<file path="config.mk">
export PLATFORM = sky130hd
export DESIGN_NAME = sys1_sound_mailbox
export DESIGN_NICKNAME = d
export VERILOG_FILES = /design/src/rtl/sys1_sound_mailbox.sv
export SDC_FILE = /design/constraint.sdc
export NUM_CORES = 1
export LEC_CHECK = 0
export CAP_MARGIN = 20
export CORE_UTILIZATION = 30
export DETAILED_ROUTE_END_ITERATION = 12
export DONT_BUFFER_PORTS = 1
export HOLD_SLACK_MARGIN = 0.1
export SYNTH_ARGS = -nofsm -noshare
export SYNTH_HDL_FRONTEND = slang
export SYNTH_SLANG_ARGS = --single-unit
export TNS_END_PERCENT = 5
</file>
<file path="constraint.sdc">
create_clock -name CLK48M -period 4.97 [get_ports CLK48M]
set_clock_uncertainty 0.1 [all_clocks]
set_input_delay 0 -clock CLK48M [delete_from_list [all_inputs] [get_ports CLK48M]]
set_output_delay 0 -clock CLK48M [all_outputs]
set_load 0.01 [all_outputs]
</file>
<file path="src/rtl/sys1_sound_mailbox.sv">
// rtl/sys1_sound_mailbox.sv - main-CPU to sound-CPU command FIFO with request line and status register
// Single-clock mailbox: decoded I/O writes queue bytes, the sound CPU pops them, SNDRQ flags pending work.
module sys1_sound_mailbox #(
   parameter int unsigned DEPTH_LOG2   = 2,
   parameter logic [7:0]  CMD_ADDR_A   = 8'h14,
   parameter logic [7:0]  CMD_ADDR_B   = 8'h18,
   parameter logic [7:0]  STAT_ADDR    = 8'h16,
   parameter bit          RQ_PULSE     = 1'b0,
   parameter int unsigned PULSE_LEN    = 16,
   parameter bit          OVF_DROP_NEW = 1'b1
) (
   input  logic       CLK48M,
   input  logic       RESETn,
   input  logic [7:0] CPUAD,
   input  logic [7:0] CPUDO,
   input  logic       IOWR_STB,
   input  logic       IORD,
   input  logic       IORD_STB,
   output logic       STAT_CS,
   output logic [7:0] STAT_DO,
   input  logic       SND_POP,
   output logic [7:0] SND_DO,
   output logic       SNDRQ
);

   localparam int unsigned DEPTH = 1 << DEPTH_LOG2;
   localparam int unsigned CW    = DEPTH_LOG2 + 1;

   typedef enum logic {ST_IDLE, ST_ACTIVE} rq_state_e;

   logic [7:0]            mem_q [DEPTH];
   logic [7:0]            mem_d [DEPTH];
   logic [DEPTH_LOG2-1:0] wptr_q, wptr_d;
   logic [DEPTH_LOG2-1:0] rptr_q, rptr_d;
   logic [CW-1:0]         count_q, count_d;
   logic                  ovf_q, ovf_d;
   logic [7:0]            timer_q, timer_d;
   rq_state_e             state_q, state_d;
   logic                  sndrq_q, sndrq_d;

   logic push_req, pop_ok, ovf_set, wr_en, rd_adv, trigger, empty, full;

   assign empty   = (count_q == '0);
   assign full    = (count_q == CW'(DEPTH));
   assign STAT_CS = IORD & (CPUAD == STAT_ADDR);
   assign STAT_DO = {ovf_q, full, empty, 5'(count_q)};
   assign SND_DO  = empty ? 8'h00 : mem_q[rptr_q];
   assign SNDRQ   = sndrq_q;

   always_comb begin
      push_req = IOWR_STB & ((CPUAD == CMD_ADDR_A) | (CPUAD == CMD_ADDR_B));
      pop_ok   = SND_POP & ~empty;
      // A simultaneous pop frees the slot, so a push into a full FIFO is then not an overflow.
      ovf_set  = push_req & full & ~pop_ok;
      wr_en    = push_req & (~full | pop_ok | ~OVF_DROP_NEW);
      rd_adv   = pop_ok | (ovf_set & ~OVF_DROP_NEW);

      mem_d = mem_q;
      if (wr_en) begin
         mem_d[wptr_q] = CPUDO;
      end
      wptr_d  = wptr_q + DEPTH_LOG2'(wr_en);
      rptr_d  = rptr_q + DEPTH_LOG2'(rd_adv);
      count_d = count_q + CW'(wr_en) - CW'(rd_adv);

      if (ovf_set) begin
         ovf_d = 1'b1;
      end else if (IORD_STB & STAT_CS) begin
         ovf_d = 1'b0;
      end else begin
         ovf_d = ovf_q;
      end

      trigger = (wr_en & empty) | (pop_ok & (count_d != '0));
      state_d = state_q;
      timer_d = timer_q;
      if (RQ_PULSE) begin
         case (state_q)
            ST_IDLE: begin
               if (trigger) begin
                  state_d = ST_ACTIVE;
                  timer_d = 8'(PULSE_LEN);
               end
            end
            ST_ACTIVE: begin
               if (trigger) begin
                  timer_d = 8'(PULSE_LEN);
               end else if (timer_q == 8'd1) begin
                  state_d = ST_IDLE;
                  timer_d = 8'd0;
               end else begin
                  timer_d = timer_q - 8'd1;
               end
            end
            default: begin
               state_d = ST_IDLE;
               timer_d = 8'd0;
            end
         endcase
         sndrq_d = (state_d == ST_ACTIVE);
      end else begin
         sndrq_d = ~empty;
      end
   end

   always_ff @(posedge CLK48M or negedge RESETn) begin
      if (!RESETn) begin
         for (int i = 0; i < DEPTH; i++) begin
            mem_q[i] <= 8'h00;
         end
         wptr_q  <= '0;
         rptr_q  <= '0;
         count_q <= '0;
         ovf_q   <= 1'b0;
         timer_q <= 8'd0;
         state_q <= ST_IDLE;
         sndrq_q <= 1'b0;
      end else begin
         mem_q   <= mem_d;
         wptr_q  <= wptr_d;
         rptr_q  <= rptr_d;
         count_q <= count_d;
         ovf_q   <= ovf_d;
         timer_q <= timer_d;
         state_q <= state_d;
         sndrq_q <= sndrq_d;
      end
   end

endmodule

</file>
==> results of run 1 <==
[what timing repair did]
item / CTS / global route
endpoints found under the hold margin: 78 / 0
setup buffers: 0 / 0
hold buffers: 19 / 0
[cell type report]
cell class | instances | area, um^2 | share of cell area
clock buffers | 6 | 82.6 | 0.0350
clock inverters | 2 | 13.8 | 0.00584
inverters | 5 | 18.8 | 0.00796
multi-input cells | 79 | 911 | 0.386
flip-flops and latches | 41 | 1030 | 0.435
well taps | 77 | 96.3 | 0.0408
repair buffers | 19 | 210 | 0.0891
[logic make-up (layout without fill, tap and decap cells)]
family / after synthesis / after routing / share of synthesized area
AO/OA/AOI/OAI: 2 / 2 / 0.00617
XOR/XNOR: 5 / 5 / 0.0216
adder cells (fa/ha/maj): 4 / 4 / 0.0284
buffers and inverters: 16 / 32 / 0.0469
flip-flops: 41 / 41 / 0.506
multiplexers: 41 / 41 / 0.287
other: 1 / 2 / 0.00185
AND/OR/NAND/NOR: 25 / 25 / 0.102
[per-stage QoR]
step | utilization | instance area, um^2 | setup WS (ns) | total power [mW]
6_report | 0.367 | 2360 | 2.14 | 0.825
5_1_grt | 0.367 | 2360 | 2.00 | 0.884
4_1_cts | 0.367 | 2360 | 2.12 | 0.842
3_5_place_dp | 0.320 | 2050 | 2.15 | 0.594
3_3_place_gp | 0.320 | 2050 | 2.24 | 0.581
2_1_floorplan | - | 2030 | 2.38 | 0.565
[layer usage]
metal  part of all wire  global-route usage
met4             0.0079              0.0282
met2               0.50               0.200
met3              0.049              0.0334
met1               0.44               0.151
met5                  0                   0
[registers in the layout, indices dropped and copies added, names as in the netlist]
signal and cells:
rptr_q 2, wptr_q 2, SNDRQ 1, ovf_q 1
mem_q 32, count_q 3
[worst paths after layout]
kind	from	to	slack [ns]	cells after the start
setup / recovery	count_q[1]	count_q[1]	2.14	8
hold / removal	RESETn	mem_q[24]	0.15	3
setup reg to reg	count_q[1]	count_q[1]	2.14	8
hold reg to reg	mem_q[1]	mem_q[1]	0.41	1
max in group asynchronous	RESETn	mem_q[25]	4.41	3
min in group CLK48M	CPUAD[2]	count_q[0]	0.17	4
[worst register-to-register path: stages, from the launching register on]
cell and delay (ns):
sky130_fd_sc_hd__dfrtp_1 0.49, sky130_fd_sc_hd__or4b_2 0.72, sky130_fd_sc_hd__nand4bb_1 0.34, sky130_fd_sc_hd__nor2_1 0.12, sky130_fd_sc_hd__mux2_2 0.28, sky130_fd_sc_hd__ha_1 0.18, sky130_fd_sc_hd__inv_1 0.08, sky130_fd_sc_hd__fa_1 0.40
sky130_fd_sc_hd__inv_1 0.07
[layout by cell type, fill, tap and decap left out, types with 3 or more instances in the layout]
cell	synthesis	routed
sky130_fd_sc_hd__and2_1	10	10
sky130_fd_sc_hd__clkbuf_8	0	6
sky130_fd_sc_hd__dfrtp_1	41	41
sky130_fd_sc_hd__dlygate4sd3_1	0	17
sky130_fd_sc_hd__ha_1	3	3
sky130_fd_sc_hd__inv_1	5	5
sky130_fd_sc_hd__mux2_2	25	25
sky130_fd_sc_hd__mux2_4	8	8
sky130_fd_sc_hd__mux4_2	8	8
sky130_fd_sc_hd__xnor2_1	3	3
[power groups by stage]
stage / clock (mW) / combinational, mW / sequential (mW)
after CTS: 0.231 / 0.161 / 0.450
after global placement: 0 / 0.131 / 0.450
after global routing: 0.247 / 0.181 / 0.456
after detailed placement: 0 / 0.137 / 0.457
after floorplan: 0 / 0.157 / 0.407
final: 0.220 / 0.158 / 0.448
==> impl_metrics.prom, run 1 <==
# TYPE chip_impl_metric gauge
chip_impl_metric{name="drc",unit=""} 6
chip_impl_info{name="ctsRootBufferMaster",value="sky130_fd_sc_hd__clkbuf_8"} 1
chip_impl_metric{name="post_synthesis_average_cell_area",unit="um^2"} 15.0
chip_impl_metric{name="finalCriticalPeriod",unit="ns"} 2.83
chip_impl_info{name="violations",value="design-rule violations"} 1
chip_impl_info{name="synthFlopType",value="sky130_fd_sc_hd__dfrtp_1"} 1
chip_impl_metric{name="dp_cells",unit=""} 202
chip_impl_metric{name="grt_pass1_wl",unit="um"} 6410
chip_impl_info{name="critPathSlowestCell",value="sky130_fd_sc_hd__or4b_2"} 1
chip_impl_metric{name="chipHeight",unit="um"} 84.2
chip_impl_metric{name="pwr_density_cell",unit="nW/um^2"} 350
chip_impl_metric{name="fin_setup_tns",unit="ns"} 0
chip_impl_info{name="hold_wc_path_type",value="in2async"} 1
chip_impl_metric{name="floorplan.initialDensity",unit=""} 0.316
chip_impl_metric{name="tightest_slew",unit="ns"} 0.827
chip_impl_metric{name="fillers",unit=""} 606
chip_impl_metric{name="placeableCoreArea",unit="um^2"} 6420
chip_impl_info{name="run_status",value="complete, but fails checks"} 1
chip_impl_metric{name="wire_per_inst",unit="um"} 16.7
chip_impl_metric{name="cap_violations",unit=""} 0
chip_impl_metric{name="net_switching_power_of_the_design",unit="mW"} 0.252
chip_impl_metric{name="worst_ep_required_time",unit="ns"} 5.10
chip_impl_metric{name="comb_power_share",unit=""} 0.191
chip_impl_metric{name="switching_share",unit=""} 0.306
chip_impl_metric{name="power.internal",unit="mW"} 0.573
chip_impl_metric{name="finalMaxSlewViolations",unit=""} 0
chip_impl_metric{name="drt_pass1_iterations",unit=""} 8
chip_impl_metric{name="insertion_delay",unit="ns"} 0.28
chip_impl_metric{name="syn_to_final_growth",unit="%"} 16.3
chip_impl_metric{name="clock-sinks",unit=""} 41
chip_impl_metric{name="postSynthCellCount",unit=""} 135
chip_impl_metric{name="finalWirelength",unit="um"} 3810
chip_impl_metric{name="route.vias.total",unit=""} 1147
chip_impl_metric{name="postSynth.asyncResetShare",unit=""} 1.00
chip_impl_info{name="ys_top_cells_by_area",value="sky130_fd_sc_hd__dfrtp_1 51%, sky130_fd_sc_hd__mux2_2 14%, sky130_fd_sc_hd__mux4_2 8.9%, sky130_fd_sc_hd__mux2_4 5.9%, sky130_fd_sc_hd__and2_1 3.1%"} 1
chip_impl_metric{name="diodes",unit=""} 0
chip_impl_metric{name="worst_setup_hold_path_clk_slew",unit="ns"} 0.08
chip_impl_metric{name="hpwlAfterDp",unit="um"} 2610
chip_impl_metric{name="floorplan.rows",unit=""} 29
chip_impl_metric{name="timing.hold.ws",unit="ns"} 0.151
chip_impl_info{name="crit_type",value="reg2reg"} 1
chip_impl_metric{name="post_drt_via_cell_ratio",unit=""} 5.01
chip_impl_metric{name="cts_resized",unit=""} 0
chip_impl_metric{name="top_level_ports",unit=""} 40
chip_impl_metric{name="cts_buffer_depth",unit=""} 2
chip_impl_metric{name="synth_sequential_area_ratio",unit=""} 0.506
chip_impl_metric{name="cellLeakagePower",unit="nW"} 1.09
chip_impl_info{name="timing.critical_path.max_delay_family",value="simple AND/OR/NAND/NOR gates"} 1
chip_impl_metric{name="grtUsageTotal",unit=""} 0.119
chip_impl_metric{name="max_freq",unit="MHz"} 353
chip_impl_metric{name="max_stage_delay",unit="ns"} 0.72
chip_impl_metric{name="setup_viol_count_final",unit=""} 0
chip_impl_info{name="synth_most_common_cell",value="sky130_fd_sc_hd__dfrtp_1"} 1
chip_impl_metric{name="drive_gt1_frac",unit=""} 0.368
chip_impl_metric{name="clock_power_share",unit=""} 0.266
chip_impl_info{name="synth_commonest_cells",value="41 x sky130_fd_sc_hd__dfrtp_1, 25 x sky130_fd_sc_hd__mux2_2, 10 x sky130_fd_sc_hd__and2_1"} 1
chip_impl_metric{name="routability_cong",unit=""} 0.646
chip_impl_metric{name="grt_pass1_vias",unit=""} 1283
chip_impl_metric{name="critical_path.n_buffers_inverters",unit=""} 2
chip_impl_metric{name="synth_seq_cells",unit=""} 41
chip_impl_metric{name="peakVddDrop",unit="V"} 0.000251
chip_impl_metric{name="antenna_found_initial",unit=""} 0
chip_impl_info{name="worstSetupStartpointType",value="flip-flop"} 1
chip_impl_metric{name="worstPathArrival",unit="ns"} 2.96
chip_impl_metric{name="synth.distinct_cells",unit=""} 31
chip_impl_metric{name="grt_start_max_net_pins",unit=""} 42
chip_impl_info{name="unrepaired_setup_endpoints_after_global_routing",value="no"} 1
chip_impl_metric{name="fin_crit_sh",unit=""} 0.569
chip_impl_metric{name="crit_path_max_fanout",unit=""} 6
chip_impl_metric{name="port-buffer-count",unit=""} 0
chip_impl_metric{name="htree_levels",unit=""} 2
chip_impl_metric{name="synth-edff-count",unit=""} 0
chip_impl_metric{name="cts_inserted_buffers",unit=""} 5
chip_impl_info{name="critical-path-top-cell-by-count",value="sky130_fd_sc_hd__inv_1"} 1
chip_impl_metric{name="grt_overflow_total",unit=""} 0
chip_impl_metric{name="sequentialPowerShare",unit=""} 0.542
chip_impl_info{name="worstSetupEndpointType",value="flip-flop"} 1
chip_impl_metric{name="nNetsFinal",unit=""} 177
chip_impl_info{name="synthDominantAreaCellType",value="sky130_fd_sc_hd__dfrtp_1"} 1
chip_impl_metric{name="die_area",unit="um^2"} 7090
chip_impl_metric{name="synth.yosys.warnings",unit=""} 0
chip_impl_metric{name="die_width",unit="um"} 84.2
chip_impl_metric{name="hold_violations",unit=""} 0
chip_impl_metric{name="cell_area_synth",unit="um^2"} 2030
chip_impl_metric{name="route.antenna.remaining_nets",unit=""} 0
chip_impl_info{name="crit_path_cell_trace",value="or4b_2 -> nand4bb_1 -> nor2_1 -> mux2_2 -> ha_1 -> inv_1 -> fa_1 -> inv_1"} 1
chip_impl_info{name="clock_tree_from_tritoncts",value="yes"} 1
chip_impl_metric{name="max_slew_margin",unit=""} 0.446
chip_impl_metric{name="yosysTopAreaCellShare",unit=""} 0.506
chip_impl_metric{name="iter_0_drt_violations",unit=""} 41
chip_impl_metric{name="instances_no_fill",unit=""} 229
Note: power is estimated with default switching activity, not from simulation.
==> run 2: changes to the inputs <==
Clock period 4.97 ns to 2.4 ns, I/O delays scaled along.
==> impl_metrics.prom, run 2 (synthesis gave the netlist of run 1 again) <==
# TYPE chip_impl_metric gauge
chip_impl_metric{name="floorplan.initialDensity",unit=""} 0.316
chip_impl_metric{name="diodes",unit=""} 0
chip_impl_metric{name="tightest_slew",unit="ns"} 0.737
chip_impl_info{name="clock_tree_from_tritoncts",value="yes"} 1
chip_impl_metric{name="fin_setup_tns",unit="ns"} 0
chip_impl_metric{name="worst_setup_hold_path_clk_slew",unit="ns"} 0.07
chip_impl_metric{name="dp_cells",unit=""} 209
chip_impl_metric{name="grt_overflow_total",unit=""} 0
chip_impl_metric{name="chipHeight",unit="um"} 84.2
chip_impl_metric{name="grt_pass1_vias",unit=""} 1387
chip_impl_metric{name="post_dp_cell_area",unit="um^2"} 2110
chip_impl_info{name="timing.critical_path.max_delay_family",value="adder cells"} 1
chip_impl_metric{name="drc",unit=""} 7
chip_impl_metric{name="finalCriticalPeriod",unit="ns"} 2.33
chip_impl_info{name="run_status",value="complete, but fails checks"} 1
chip_impl_metric{name="syn_to_final_growth",unit="%"} 21.0
chip_impl_metric{name="worstPathArrival",unit="ns"} 2.41
chip_impl_metric{name="die_width",unit="um"} 84.2
chip_impl_metric{name="cts_buffer_depth",unit=""} 2
chip_impl_metric{name="max_freq",unit="MHz"} 430
chip_impl_metric{name="drive_gt1_frac",unit=""} 0.425
chip_impl_metric{name="peakVddDrop",unit="V"} 0.000690
chip_impl_info{name="largest_registers",value="mem_q x32, count_q x3"} 1
chip_impl_metric{name="worst_ep_required_time",unit="ns"} 2.48
chip_impl_metric{name="pwr_density_cell",unit="nW/um^2"} 726
chip_impl_metric{name="max_stage_delay",unit="ns"} 0.51
chip_impl_metric{name="port-buffer-count",unit=""} 0
chip_impl_metric{name="route.vias.total",unit=""} 1169
chip_impl_info{name="worstSetupEndpointType",value="flip-flop"} 1
chip_impl_metric{name="crit_path_max_fanout",unit=""} 5
chip_impl_metric{name="insertion_delay",unit="ns"} 0.28
chip_impl_metric{name="setup_viol_count_final",unit=""} 0
chip_impl_metric{name="hpwlAfterDp",unit="um"} 2620
chip_impl_metric{name="flip_flop_count_of_the_largest_register_after_layout",unit=""} 32
chip_impl_metric{name="cts_inserted_buffers",unit=""} 5
chip_impl_metric{name="iter_0_drt_violations",unit=""} 64
chip_impl_info{name="top_register",value="mem_q"} 1
chip_impl_metric{name="floorplan.rows",unit=""} 29
chip_impl_info{name="most_frequent_cells_in_the_layout",value="40 x sky130_fd_sc_hd__dfrtp_1, 25 x sky130_fd_sc_hd__mux2_2, 19 x sky130_fd_sc_hd__dlygate4sd3_1"} 1
chip_impl_metric{name="top_level_ports",unit=""} 40
chip_impl_metric{name="fillers",unit=""} 586
chip_impl_info{name="worstSetupStartpointType",value="flip-flop"} 1
chip_impl_metric{name="grt_start_max_net_pins",unit=""} 42
chip_impl_metric{name="post_drt_via_cell_ratio",unit=""} 4.93
chip_impl_metric{name="max_slew_margin",unit=""} 0.506
chip_impl_metric{name="die_area",unit="um^2"} 7090
chip_impl_metric{name="instances_no_fill",unit=""} 237
chip_impl_metric{name="total_power",unit="mW"} 1.78
chip_impl_metric{name="cap_violations",unit=""} 0
chip_impl_metric{name="wire_per_inst",unit="um"} 16.9
chip_impl_metric{name="critical_path.n_buffers_inverters",unit=""} 3
chip_impl_metric{name="final_area",unit="um^2"} 2450
chip_impl_metric{name="drt_pass1_iterations",unit=""} 8
chip_impl_metric{name="cellLeakagePower",unit="nW"} 1.12
chip_impl_metric{name="antenna_found_initial",unit=""} 0
chip_impl_info{name="crit_type",value="reg2reg"} 1
chip_impl_metric{name="placeableCoreArea",unit="um^2"} 6420
chip_impl_info{name="crit_path_cell_trace",value="buf_4 -> or3_1 -> and2_4 -> mux2_2 -> ha_2 -> inv_2 -> fa_1 -> inv_1"} 1
chip_impl_metric{name="htree_levels",unit=""} 2
chip_impl_metric{name="grt_pass1_wl",unit="um"} 6760
chip_impl_metric{name="cts.repair_timing.setup_buffer_count",unit=""} 0
chip_impl_metric{name="clock-sinks",unit=""} 41
chip_impl_metric{name="route.antenna.remaining_nets",unit=""} 0
chip_impl_info{name="violations",value="design-rule violations"} 1
chip_impl_metric{name="finalMaxSlewViolations",unit=""} 0
chip_impl_metric{name="nNetsFinal",unit=""} 186
chip_impl_metric{name="finalWirelength",unit="um"} 4000
chip_impl_info{name="hold_wc_path_type",value="in2async"} 1
chip_impl_metric{name="post-route-util",unit=""} 0.382
chip_impl_metric{name="hold_violations",unit=""} 0
chip_impl_metric{name="grtUsageTotal",unit=""} 0.125
chip_impl_info{name="critPathSlowestCell",value="sky130_fd_sc_hd__fa_1"} 1
chip_impl_metric{name="fin_crit_sh",unit=""} 0.970
chip_impl_info{name="final_common_cell",value="sky130_fd_sc_hd__dfrtp_1"} 1
chip_impl_info{name="ctsRootBufferMaster",value="sky130_fd_sc_hd__clkbuf_8"} 1
chip_impl_metric{name="routability_cong",unit=""} 0.691
chip_impl_info{name="unrepaired_setup_endpoints_after_global_routing",value="no"} 1
run 2: area by class of cell:
type	instances	area, um^2	area share
Sequential cell	41	1030	0.419
Multi-Input combinational cell	79	938	0.382
Timing Repair Buffer	28	283	0.115
Tap cell	77	96.3	0.0393
Clock buffer	6	82.6	0.0337
Inverter	5	18.8	0.00765
Clock inverter	1	7.51	0.00306
run 2: worst reg2reg max path, cell delays in order (launching register included):
cell                      delay, ns
sky130_fd_sc_hd__dfrtp_2       0.41
sky130_fd_sc_hd__buf_4         0.17
sky130_fd_sc_hd__or3_1         0.38
sky130_fd_sc_hd__and2_4        0.19
sky130_fd_sc_hd__mux2_2        0.22
sky130_fd_sc_hd__ha_2          0.16
sky130_fd_sc_hd__inv_2         0.04
sky130_fd_sc_hd__fa_1          0.51
sky130_fd_sc_hd__inv_1         0.05
run 2: path summary, 6_finish.rpt:
check / endpoint / start / cells past startpoint / slack (ns)
setup / recovery: count_q[1] / count_q[1] / 8 / 0.07
min in group CLK48M: wptr_q[0] / CPUAD[2] / 4 / 0.17
setup reg to reg: count_q[1] / count_q[1] / 8 / 0.07
hold reg to reg: mem_q[9] / mem_q[9] / 1 / 0.40
hold / removal: mem_q[28] / RESETn / 3 / 0.15
max in group asynchronous: count_q[1] / RESETn / 3 / 1.83
run 2: power breakdown:
part           total [mW]  switching (mW)  internal [mW]
Sequential          0.887           0.122          0.764
Clock               0.448           0.221          0.227
Combinational       0.448           0.198          0.249
run 2: through the flow:
| stage | setup slack (ns) | hold WS [ns] |
|---|---|---|
| final | 0.0723 | 0.151 |
| after global routing | 0.00300 | 0.172 |
| after CTS | 0.0511 | 0.105 |
| after detailed placement | 0.0789 | -0.395 |
| after global placement | 0.172 | -0.395 |
| after floorplan | 0.0229 | -0.396 |
run 2: per-layer routing:
metal  vias up  GRT usage  part of all wire  wire (um)
met5         -          0                 0          0
met4         0     0.0533            0.0095         38
met3         5     0.0305             0.041        163
met2        34      0.224              0.54       2140
met1       605      0.143              0.41       1660
li1        525          -                 -          -
run 2: timing repair:
action / 4_1_cts / 5_1_grt
resized for setup: 0 / 5
endpoints found under the setup margin: 0 / 2
hold buffers: 20 / 1
hold endpoints to repair: 79 / 1
